### config.mk
export PLATFORM = sky130hd
export DESIGN_NAME = alu_issue_stage
export DESIGN_NICKNAME = d
export VERILOG_FILES = /design/src/rtl/alu_issue_pkg.sv /design/src/rtl/alu_issue_decode.sv /design/src/rtl/alu_issue_stage.sv
export SDC_FILE = /design/constraint.sdc
export NUM_CORES = 1
export LEC_CHECK = 0
export CAP_MARGIN = 20
export CORE_MARGIN = 2
export CORE_UTILIZATION = 55
export DETAILED_ROUTE_END_ITERATION = 6
export PLACE_DENSITY = 0.82
export SLEW_MARGIN = 10
export SYNTH_ARGS = -nofsm -noshare
export SYNTH_HDL_FRONTEND = slang
export SYNTH_SLANG_ARGS = --single-unit
### constraint.sdc
create_clock -name clk -period 3.8 [get_ports clk]
set_clock_uncertainty 0.15 [all_clocks]
set_input_delay 0.76 -clock clk [delete_from_list [all_inputs] [get_ports clk]]
set_output_delay 0.76 -clock clk [all_outputs]
set_load 0.01 [all_outputs]
### src/rtl/alu_issue_pkg.sv
// Shared definitions for the ALU issue stage: ALU op codes, MIPS opcode/funct values
// and the decoded-entry record carried through the issue buffer.
package alu_issue_pkg;

  localparam logic [3:0] ALU_ADD  = 4'b0000;
  localparam logic [3:0] ALU_SUB  = 4'b0001;
  localparam logic [3:0] ALU_AND  = 4'b0010;
  localparam logic [3:0] ALU_OR   = 4'b0011;
  localparam logic [3:0] ALU_XOR  = 4'b0100;
  localparam logic [3:0] ALU_NOR  = 4'b0101;
  localparam logic [3:0] ALU_SLL  = 4'b0110;
  localparam logic [3:0] ALU_SRL  = 4'b0111;
  localparam logic [3:0] ALU_SRA  = 4'b1000;
  localparam logic [3:0] ALU_SLT  = 4'b1001;
  localparam logic [3:0] ALU_SLTU = 4'b1010;
  localparam logic [3:0] ALU_LUI  = 4'b1011;

  localparam logic [5:0] OP_RTYPE = 6'h00;
  localparam logic [5:0] OP_ADDI  = 6'h08;
  localparam logic [5:0] OP_ADDIU = 6'h09;
  localparam logic [5:0] OP_SLTI  = 6'h0A;
  localparam logic [5:0] OP_SLTIU = 6'h0B;
  localparam logic [5:0] OP_ANDI  = 6'h0C;
  localparam logic [5:0] OP_ORI   = 6'h0D;
  localparam logic [5:0] OP_XORI  = 6'h0E;
  localparam logic [5:0] OP_LUI   = 6'h0F;
  localparam logic [5:0] OP_LW    = 6'h23;
  localparam logic [5:0] OP_SW    = 6'h2B;

  localparam logic [5:0] F_SLL  = 6'h00;
  localparam logic [5:0] F_SRL  = 6'h02;
  localparam logic [5:0] F_SRA  = 6'h03;
  localparam logic [5:0] F_SLLV = 6'h04;
  localparam logic [5:0] F_SRLV = 6'h06;
  localparam logic [5:0] F_SRAV = 6'h07;
  localparam logic [5:0] F_ADD  = 6'h20;
  localparam logic [5:0] F_ADDU = 6'h21;
  localparam logic [5:0] F_SUB  = 6'h22;
  localparam logic [5:0] F_SUBU = 6'h23;
  localparam logic [5:0] F_AND  = 6'h24;
  localparam logic [5:0] F_OR   = 6'h25;
  localparam logic [5:0] F_XOR  = 6'h26;
  localparam logic [5:0] F_NOR  = 6'h27;
  localparam logic [5:0] F_SLT  = 6'h2A;
  localparam logic [5:0] F_SLTU = 6'h2B;

  typedef struct packed {
    logic [3:0]  alu_ctrl;
    logic [31:0] a;
    logic [31:0] b;
    logic [31:0] store_data;
    logic        wr_en;
    logic [4:0]  wr_reg;
    logic        mem_rd;
    logic        mem_wr;
    logic        illegal;
  } entry_t;

  function automatic logic [31:0] sign_ext16(input logic [15:0] imm);
    return {{16{imm[15]}}, imm};
  endfunction

endpackage

### src/rtl/alu_issue_decode.sv
// Combinational MIPS-I decode of an instruction plus its register operands into one
// issue entry (ALU code, operands, writeback and memory flags).
module alu_issue_decode
  import alu_issue_pkg::*;
(
  input  logic [31:0] instr,
  input  logic [31:0] rs_val,
  input  logic [31:0] rt_val,
  output entry_t      entry
);

  logic [5:0]  op;
  logic [5:0]  funct;
  logic [4:0]  rt;
  logic [4:0]  rd;
  logic [4:0]  shamt;
  logic [15:0] imm;
  logic [4:0]  unused_rs;
  logic        bad;

  assign op        = instr[31:26];
  assign unused_rs = instr[25:21];  // rs is already resolved into rs_val by register-read
  assign rt        = instr[20:16];
  assign rd        = instr[15:11];
  assign shamt     = instr[10:6];
  assign funct     = instr[5:0];
  assign imm       = instr[15:0];

  always_comb begin
    entry            = '0;
    bad              = 1'b0;
    entry.store_data = rt_val;
    entry.a          = rs_val;
    if (op == OP_RTYPE) begin
      entry.b      = rt_val;
      entry.wr_reg = rd;
      entry.wr_en  = (rd != 5'd0);
      case (funct)
        F_ADD, F_ADDU: entry.alu_ctrl = ALU_ADD;
        F_SUB, F_SUBU: entry.alu_ctrl = ALU_SUB;
        F_AND:         entry.alu_ctrl = ALU_AND;
        F_OR:          entry.alu_ctrl = ALU_OR;
        F_XOR:         entry.alu_ctrl = ALU_XOR;
        F_NOR:         entry.alu_ctrl = ALU_NOR;
        F_SLT:         entry.alu_ctrl = ALU_SLT;
        F_SLTU:        entry.alu_ctrl = ALU_SLTU;
        F_SLL: begin entry.alu_ctrl = ALU_SLL; entry.a = {27'b0, shamt}; end
        F_SRL: begin entry.alu_ctrl = ALU_SRL; entry.a = {27'b0, shamt}; end
        F_SRA: begin entry.alu_ctrl = ALU_SRA; entry.a = {27'b0, shamt}; end
        F_SLLV:        entry.alu_ctrl = ALU_SLL;
        F_SRLV:        entry.alu_ctrl = ALU_SRL;
        F_SRAV:        entry.alu_ctrl = ALU_SRA;
        default:       bad = 1'b1;
      endcase
    end else begin
      entry.wr_reg = rt;
      entry.wr_en  = (rt != 5'd0);
      entry.b      = sign_ext16(imm);
      case (op)
        OP_ADDI, OP_ADDIU: entry.alu_ctrl = ALU_ADD;
        OP_SLTI:           entry.alu_ctrl = ALU_SLT;
        OP_SLTIU:          entry.alu_ctrl = ALU_SLTU;
        OP_ANDI: begin entry.alu_ctrl = ALU_AND; entry.b = {16'b0, imm}; end
        OP_ORI:  begin entry.alu_ctrl = ALU_OR;  entry.b = {16'b0, imm}; end
        OP_XORI: begin entry.alu_ctrl = ALU_XOR; entry.b = {16'b0, imm}; end
        OP_LUI: begin
          entry.alu_ctrl = ALU_LUI;
          entry.a        = '0;
          entry.b        = {16'b0, imm};
        end
        OP_LW: begin entry.alu_ctrl = ALU_ADD; entry.mem_rd = 1'b1; end
        OP_SW: begin
          entry.alu_ctrl = ALU_ADD;
          entry.mem_wr   = 1'b1;
          entry.wr_en    = 1'b0;
        end
        default: bad = 1'b1;
      endcase
    end
    // Unknown encodings still flow downstream as a harmless ADD 0,0 tagged illegal.
    if (bad) begin
      entry.alu_ctrl = ALU_ADD;
      entry.a        = '0;
      entry.b        = '0;
      entry.wr_en    = 1'b0;
      entry.wr_reg   = '0;
      entry.mem_rd   = 1'b0;
      entry.mem_wr   = 1'b0;
      entry.illegal  = 1'b1;
    end
  end

endmodule

### src/rtl/alu_issue_stage.sv
// ALU issue stage: decodes before capture, then holds entries in a main register plus an
// optional skid register so in_ready can come straight from a flop.
module alu_issue_stage
  import alu_issue_pkg::*;
#(
  parameter int DW   = 32,
  parameter bit SKID = 1'b1
) (
  input  logic          clk,
  input  logic          rst_n,
  input  logic          flush,
  input  logic          in_valid,
  output logic          in_ready,
  input  logic [31:0]   instr,
  input  logic [DW-1:0] rs_val,
  input  logic [DW-1:0] rt_val,
  output logic          out_valid,
  input  logic          out_ready,
  output logic [3:0]    alu_ctrl,
  output logic [DW-1:0] alu_a,
  output logic [DW-1:0] alu_b,
  output logic [DW-1:0] store_data,
  output logic          wr_en,
  output logic [4:0]    wr_reg,
  output logic          mem_rd,
  output logic          mem_wr,
  output logic          illegal
);

  // Handshake: a transfer happens on a rising edge where valid and ready are both high;
  // valid never waits on ready, and outputs hold steady while out_valid && !out_ready.

  entry_t dec;
  entry_t main_q, main_nxt;
  entry_t skid_q, skid_nxt;
  logic   main_valid, main_v_nxt;
  logic   skid_valid, skid_v_nxt;
  logic   in_ready_q;
  logic   in_fire, out_fire;

  alu_issue_decode u_decode (
    .instr  (instr),
    .rs_val (rs_val),
    .rt_val (rt_val),
    .entry  (dec)
  );

  assign in_ready = SKID ? in_ready_q : (!main_valid || out_ready);
  assign in_fire  = in_valid && in_ready;
  assign out_fire = main_valid && out_ready;

  always_comb begin
    main_nxt   = main_q;
    skid_nxt   = skid_q;
    main_v_nxt = main_valid;
    skid_v_nxt = skid_valid;
    if (flush) begin
      main_v_nxt = 1'b0;
      skid_v_nxt = 1'b0;
    end else if (out_fire) begin
      if (skid_valid) begin
        main_nxt   = skid_q;
        skid_v_nxt = 1'b0;
      end else if (in_fire) begin
        main_nxt = dec;
      end else begin
        main_v_nxt = 1'b0;
      end
    end else if (in_fire) begin
      if (!main_valid) begin
        main_nxt   = dec;
        main_v_nxt = 1'b1;
      end else begin
        skid_nxt   = dec;
        skid_v_nxt = 1'b1;
      end
    end
  end

  always_ff @(posedge clk or negedge rst_n) begin
    if (!rst_n) begin
      main_q     <= '0;
      skid_q     <= '0;
      main_valid <= 1'b0;
      skid_valid <= 1'b0;
      in_ready_q <= 1'b1;
    end else begin
      main_q     <= main_nxt;
      skid_q     <= skid_nxt;
      main_valid <= main_v_nxt;
      skid_valid <= skid_v_nxt;
      in_ready_q <= !skid_v_nxt;
    end
  end

  assign out_valid  = main_valid;
  assign alu_ctrl   = main_q.alu_ctrl;
  assign alu_a      = main_q.a;
  assign alu_b      = main_q.b;
  assign store_data = main_q.store_data;
  assign wr_en      = main_q.wr_en;
  assign wr_reg     = main_q.wr_reg;
  assign mem_rd     = main_q.mem_rd;
  assign mem_wr     = main_q.mem_wr;
  assign illegal    = main_q.illegal;

endmodule

After elaboration in Yosys (flattened, before gate mapping)
Index checks and enable logic that the tools add are counted.
{"block": "word_totals", "reg_bits": 221, "latch_bits": 0, "mem_bits_rw": 0, "rom_bits": 0, "in_bits": 101, "out_inout_bits": 111, "elab_cells": 102, "n_memories": 0}
{"block": "classes", "add_sub_neg": 0, "mul": 0, "n_div": 0, "order_cmp": 0, "eq_ne": 28, "n_shift": 0, "muxes": 30, "bitwise": 2, "n_reduce_logical": 21}
{"op": "109-bit 2-to-1 mux", "count": 5}
{"op": "68-bit 2-to-1 mux", "count": 2}
{"op": "32-bit 2-to-1 mux", "count": 3}
{"op": "6-bit == test (second input constant)", "count": 12}
{"op": "6-bit by 4-bit == test with 1-bit output (second input constant)", "count": 8}
{"op": "4-bit case mux with 10 select lines", "count": 1}
{"op": "4-bit case mux with 6 select lines", "count": 1}
{"op": "6-bit by 3-bit == test with 1-bit output (second input constant)", "count": 3}
{"op": "16-bit OR reduction", "count": 1}
{"op": "1-bit 2-to-1 mux", "count": 15}
{"op": "6-bit by 2-bit == test with 1-bit output (second input constant)", "count": 2}
{"op": "6-bit zero test", "count": 2}
{"op": "5-bit nonzero test", "count": 2}
{"op": "10-bit OR reduction", "count": 1}
{"op": "9-bit 2-to-1 mux", "count": 1}
{"op": "4-bit AND reduction", "count": 2}
{"op": "2-bit OR reduction", "count": 4}
{"op": "6-bit 2-to-1 mux", "count": 1}
{"op": "3-bit inequality test (second input constant)", "count": 2}
{"op": "2-bit nonzero test", "count": 2}
{"op": "4-bit OR reduction", "count": 1}
{"op": "3-bit AND reduction", "count": 1}
{"op": "3-bit nonzero test", "count": 1}
{"op": "3-bit OR reduction", "count": 1}
{"op": "other kinds (5)", "count": 7}

Longest topological paths before layout
{"block": "depth", "depth_word": 8, "ltp_mapped": 8, "depth_no_buf": 5}

By module
A second synthesis with hierarchy kept.
{"block": "unflattened", "hier_cells": 881, "hier_area_um2": 11183.2}
{"mod": "alu_issue_stage", "n_inst": 1, "cells_each": 596, "area_per_inst_um2": 9487.8, "seq_area_each_um2": 5531.6}
{"mod": "alu_issue_decode", "n_inst": 1, "cells_each": 285, "area_per_inst_um2": 1695.4, "seq_area_each_um2": 0.0}

Worst setup path after synthesis
No wires, ideal clock.
{"block": "synth_path", "path_kind": "input -> register", "startpoint": "in instr[27]", "endpoint": "reg skid_q[57] (netlist bit)", "setup_ns": 0.127, "t_arrival_ns": 2.179, "required_ns": 3.523, "setup_slack_ns": 1.344, "stages": 8, "n_path_buf": 3, "path_cell_list": "buf_4 > nor4_4 > nand2_1 > a211o_1 > nand3_1 > buf_2 > buf_2 > o21ai_0"}
{"block": "synth_between", "elab_chain_len": 5, "word_cells_on_any_way": 18, "cone_classes": "10 x eq/ne; 5 x mux; 3 x reduce/logical"}
{"element": "from (decl)", "line_no": "alu_issue_stage.sv:14", "source": "input logic [31:0] instr,"}
{"element": "6-bit by 4-bit == test with 1-bit output or 6-bit == test (tied branches)", "line_no": "alu_issue_decode.sv:59", "source": "case (op)"}
{"element": "10-bit OR reduction (no line) or 4-bit OR reduction (tied branches)"}
{"element": "1-bit 2-to-1 mux or 32-bit 2-to-1 mux (tied branches)", "line_no": "alu_issue_decode.sv:59"}
{"element": "1-bit 2-to-1 mux or 68-bit 2-to-1 mux (tied branches)", "line_no": "alu_issue_decode.sv:34", "source": "if (op == OP_RTYPE) begin"}
{"element": "68-bit 2-to-1 mux (*)", "line_no": "alu_issue_decode.sv:81", "source": "if (bad) begin"}
{"element": "to (signal assigned)", "line_no": "alu_issue_stage.sv:89", "source": "skid_q <= skid_nxt;"}
{"element": "to (decl)", "line_no": "alu_issue_stage.sv:35", "source": "entry_t skid_q, skid_nxt;"}
Every way passes the cells marked *; elsewhere a longest branch is shown, timed or not.
A chain may end at the register's enable or synchronous reset.

Worst setup path in the final report
{"block": "layout_path", "startpoint": "in instr[26]", "endpoint": "reg skid_q[59] (netlist bit)"}
The elaborated chain is that of the path after synthesis.

==> key figures <==
Cells and area
  – Largest register by flop count: skid_q
  – Share of cells above drive strength 1: 7.78%
  – Post-Layout Inst Area: 12800 sq um
  – Final Net Count: 1267
  – Layout Cells excl Fill: 1409
  – Max reg flops: 109
  – P&R area growth vs syn: 30.2%

Synth
  – Warnings, synthesis: 0
  – Syn_nets: 1095
  – Largest area contributor in the netlist: dfrtp_1
  – Avg Cell Area, Syn: 9.89 sq um
  – Number of synthesized flops with an enable pin: 0
  – Synth Instances: 994
  – Register area share after synthesis: 56.3%
  – Mapped Area: 9830 sq um
  – Synth top area share: 56.0%
  – Unique cell type count in the Yosys netlist: 60
  – Top cells by area, synth: dfrtp_1 56%, nand2_1 8.5%, a22o_1 3.3%
  – Synth async-reset ratio: 100%
  – Synth Flop Type: dfrtp_1
  – Yosys reg bits: 221

Setup path
  – Worst-path maximum fanout: 21
  – Setup CP Type: in -> reg
  – Crit-path max cell delay: 0.49 ns
  – Crit path arrival time: 3.17 ns
  – Critical path cell sequence: clkdlybuf4s50_1 -> buf_4 -> nor4_4 -> nand2_1 -> buf_4 -> nand2_1 -> o21ai_0 -> o21ai_0
  – Reg2reg end: alu_a[24]
  – Startpoint types: primary input
  – Slowest CP cell: clkdlybuf4s50_1
  – Reg2reg path depth: 6
  – Worst R2R Setup Slack: 1.37 ns
  – Req. time, crit path: 4.06 ns
  – Worst Setup End Kind: register
  – RR Startpoint: in_ready

Drt
  – Final ANT Viol Nets: 0
  – Routed WL: 27900 um
  – DR vias: 8547
  – Via/cell ratio: 6.07
  – DRC: 0
  – WL/cell: 19.8 um
  – 1st-pass router iterations: 5
  – Iter 0 DRT Violations: 675

Run status
  – Status: finished, final reports clean

CTS
  – Clock slew at reported path FFs: 0.06 ns
  – Hold Buf Count CTS: 0
  – Skew-Pair Late Insertion Delay: 0.50 ns
  – Clk root buf: clkbuf_16
  – Setup bufs post-CTS: 0
  – Total CTS buffers: 23
  – CTS Sinks: 221
  – H-tree levels: 1
  – CTS Buffer Depth: 3
  – CTS tree: done
  – CTS resizes: 0

Die
  – Die area: 19000 sq um
  – Placeable Area: 17400 sq um
  – # IOs: 212
  – Die W: 138 um
  – Row count: 48
  – Chip height: 138 um
  – Starting Density: 56.6%

Pwr
  – Worst VDD drop: 0.348 mV
  – PD cells: 487 nW/um^2
  – Static leakage: 5.80 nW

Hold path
  – Hold crit path type: in -> async

Timing
  – Fin. Hold Viols: 0
  – Fmax: 343 MHz
  – Min Hold Slack: 0.137 ns
  – Final count of pins violating max slew: 0
  – Slew @ Worst Pin: 0.759 ns
  – Setup Viol. Count Final: 0
  – Fin crit share: 76.8%
  – Slew Limit Headroom: 49.4%
  – Fin Setup TNS: 0 ns
  – Min cycle time layout: 2.92 ns
  – Setup ws final: 0.883 ns
  – RSZ-0062 raised after global routing: no

Job
  – Maxcap violations: 0

Place
  – PortBufs: 206
  – Placer's final routability congestion estimate: 0.818
  – Placed cell areas: 12000 sq um
  – Place WS: 0.112 ns
  – Total placed cells including tap cells: 1365
  – Dpl hpwl: 17400 um

Global routing
  – Grt ovf: 0
  – Pin count of the biggest net entering global routing: 143
  – Initial antenna violation count: 1
  – Vias in the first global route: 8289
  – First-pass GRT wire length: 44300 um
  – Gr usage total: 29.8%
==> worst max-delay path: cells and delay by family <==
kind / cells / cell delay, ns
AO/OA/AOI/OAI: 2 / 0.51
buffers and inverters: 3 / 0.95
AND/OR/NAND/NOR: 3 / 0.96
==> kinds of logic after synthesis <==
| family | synth area share (%) |
|---|---|
| flops | 56.3 |
| mux | 1.95 |
| buf+inv | 4.48 |
| simple gates | 17.4 |
| compound gates | 19.8 |
==> cell usage after synthesis, types with 4 or more instances <==
master,count
a21oi_1,51
a221o_1,24
a221o_2,7
a22o_1,37
a31oi_1,35
and3_1,48
buf_2,8
buf_4,4
buf_6,9
clkbuf_1,60
dfrtp_1,220
inv_1,6
mux2i_1,18
nand2_1,222
nand3_1,4
nor2_1,70
nor3_1,6
o21ai_0,60
o22ai_1,21
o31ai_1,24
==> worst max-delay path by stage <==
stage | from | endpoint
4_1_cts | instr[27] | alu_a[31]
3_3_place_gp | instr[27] | alu_a[10]
3_5_place_dp | instr[27] | alu_a[31]
5_1_grt | instr[26] | skid_q[59]
6_report | instr[26] | skid_q[59]
2_1_floorplan | instr[27] | skid_q[57]
==> cells in the final DEF, fill, tap and decap left out, types with 5 or more instances in the layout <==
master	n
nand2_1	222
dfrtp_1	220
clkdlybuf4s50_1	205
nor2_1	70
o21ai_0	60
a21oi_1	51
and3_1	47
a22o_1	37
a31oi_1	35
o31ai_1	24
a221o_1	24
clkbuf_16	23
o22ai_1	21
buf_4	21
mux2i_1	18
clkbuf_8	8
a221o_2	7
inv_1	6
nor3_1	6
clkbuf_1	5
==> power by group <==
part           switching, mW  total [mW]  internal [mW]
Combinational          0.519        1.07          0.555
Clock                  0.914        2.32           1.41
Sequential             0.171        2.83           2.66
Total                   1.60        6.22           4.62
==> cell type report <==
class                   count  area [sq um]
flip-flops and latches    221          5530
fillers                  1279          4560
multi-input cells         684          3880
repair buffers            230          2280
clock buffers              36           704
well taps                 225           282
clock inverters             6          86.3
inverters                   6          22.5
diodes                      1          2.50
==> per-stage QoR <==
step / total power, mW / utilization (%)
2_1_floorplan: 3.30 / -
3_3_place_gp: 3.90 / 69.0
3_5_place_dp: 3.93 / 69.0
4_1_cts: 6.25 / 73.6
5_1_grt: 6.48 / 73.7
6_report: 6.22 / 73.7
==> metal layers <==
metal  global-route usage (%)  share of wire [%]
met2                     48.6                 49
met1                     42.0                 41
met5                        0                  0
met4                     7.22                1.9
met3                     5.00                8.0
Power figures use the tool's default switching activity.
==> patch: new RTL, same settings <==
Change the parameter `SKID` from 1'b1 to 1'b0.
--- a/src/rtl/alu_issue_stage.sv
+++ b/src/rtl/alu_issue_stage.sv
@@ -6,3 +6,3 @@
   parameter int DW   = 32,
-  parameter bit SKID = 1'b1
+  parameter bit SKID = 1'b0
 ) (
Behaviour: not the same (a bounded check fails within 4 cycles, from zero or initial values and one cycle with rst_n low).
==> patch against the original RTL <==
Fmax fell by 4.5%. Sequential power down 7.4%. Synthesized area shrank 9.3%. Sequential cell count fell by 1. Combinational power fell by 7%. Count of clock-buffer cells in the layout shrank 1. Global-route usage down 3.5 points. Largest power group unchanged. Routed wire length shrank 19%. Largest cell class unchanged. Final area down 11%. Setup slack got worse by 0.14 ns. Power down 7.6%.
==> patch: results (changes against the original RTL) <==
| Metric | Value |
|---|---|
| Status | `finished, final reports clean` |
| Pin count of the biggest net entering global routing | `90 (-37%)` |
| Gpl congestion | `0.819 (+0.17%)` |
| Pleak | `5.19 nW (-11%)` |
| Dominant cells by area after synthesis | `dfrtp_1 (62%), clkbuf_1 (6.7%), a21oi_1 (6.5%)` |
| Cell family with most CP delay | `buffers and inverters` |
| Worst-Margin Slew | `1.07 ns (+0.309 ns)` |
| Register area share after synthesis | `61.8% (+5.5 points)` |
| Largest reg by FF count | `skid_q` |
| Peak supply drop | `284 uV (-18%)` |
| Overall Global Routing Usage | `26.3% (-3.5 points)` |
| Layout cell share with drive strength beyond 1 | `6.43% (-1.4 points)` |
| Worst path slowest cell | `clkdlybuf4s50_1` |
| Clk_lat worst skew | `between 0.4 and 0.5 ns` |
| Placed cells | `1175 (-14%)` |
| Num CTS Buffers | `22 (-4.3%)` |
| CP Data Arrival Time | `2.14 ns (-1.03 ns)` |
| Asr flop ratio synth | `100% (unchanged)` |
| Synth Instances | `908 (-8.7%)` |
| Setup repair bufs after CTS | `0 (unchanged)` |
| Max FFs per register | `109 (unchanged)` |
| Synth cell count leaders | `dfrtp_1 (220), clkbuf_1 (159), nor2_1 (133)` |
| Worst-path clk slew | `0.06 ns (about the same)` |
| First-pass GRT wire length | `36.7 mm (-17%)` |
| Port bufs | `206 (unchanged)` |
| Via count | `6861 (-20%)` |
| Crit Path Max Fanout | `5 (-76%)` |
| HPWL after detailed placement | `14.8 mm (-15%)` |
| Clock Path Buffers | `3 (unchanged)` |
| Pre-Repair DR Iteration Count | `5 (unchanged)` |
| Post-CTS Resized | `0 (unchanged)` |
| Post-DR wirelength/cell | `18.7 um (-5.6%)` |
| CTS HTree Levels | `1 (unchanged)` |
| Synth cell types | `45 (-25%)` |
| Final #Nets | `1084 (-14%)` |
| First DRT Iteration DRCs | `538 (-20%)` |
| Initial antenna violation count | `1 (unchanged)` |
| Post-DR vias/cell | `5.66 (-6.8%)` |
| Syn Nets | `1009 (-7.9%)` |
| Slowest Stage Delay on Critical Path | `0.51 ns (+0.02 ns)` |
| Vias in the first global route | `6841 (-17%)` |
| Placed cell areas | `10700 um2 (-11%)` |
| Post-Place Setup Slack | `0.318 ns (+0.205 ns)` |
-- patch: cell types whose count changed after synthesis, moves of 37 or more --
| cell | before | now |
|---|---|---|
| a22o_1 | 37 | 0 |
| and3_1 | 48 | 8 |
| nor2_1 | 70 | 133 |
| o21ai_0 | 60 | 8 |
| a21oi_1 | 51 | 116 |
| nand2_1 | 222 | 72 |
| clkbuf_1 | 60 | 159 |
-- patch: layout make-up --
cell class	count	area (um2)
inverters	3	11.3
well taps	216	270
clock buffers	35	681
multi-input cells	513	2730
fillers	1178	4440
clock inverters	2	37.5
repair buffers	223	2210
flip-flops and latches	220	5510
diodes	1	2.50
-- patch: where the power goes --
part	internal, W	switching, W	total (W)
combinational	0.000534	0.000463	0.000997
clock	0.00129	0.000843	0.00213
sequential	0.00252	0.000101	0.00262
total	0.00434	0.00141	0.00575
-- patch: path summary, 6_finish.rpt --
kind / slack [ns] / depth (start not counted) / from / endpoint
worst min-delay path: 0.13 / 1 / rst_n / alu_b[11]
max in group asynchronous: 2.49 / 2 / rst_n / mem_wr
worst min register to register: 0.22 / 0 / skid_q[107] / skid_q[107]
min in group clk: 0.22 / 0 / skid_q[107] / skid_q[107]
worst max-delay path: 0.75 / 4 / out_ready / in_ready
worst max register to register: 1.12 / 5 / out_valid / alu_b[23]
-- patch: logic make-up (layout without fill, tap and decap cells) --
kind of cell	Yosys count	in the layout	share of synthesized area, %
flip-flops	220	220	61.8
XOR/XNOR	1	1	0.0983
buffers and inverters	175	263	7.94
multiplexers	21	21	2.36
AO/OA/AOI/OAI	216	216	13.8
AND/OR/NAND/NOR	275	275	14.0
other	0	1	0
-- patch: per-layer routing --
layer	part of all wire (%)	wire [um]	GRT usage (%)
met1	44	9970	37.6
met2	47	10700	41.5
met3	7.1	1610	4.86
met4	1.9	433	7.55
met5	0	0	0
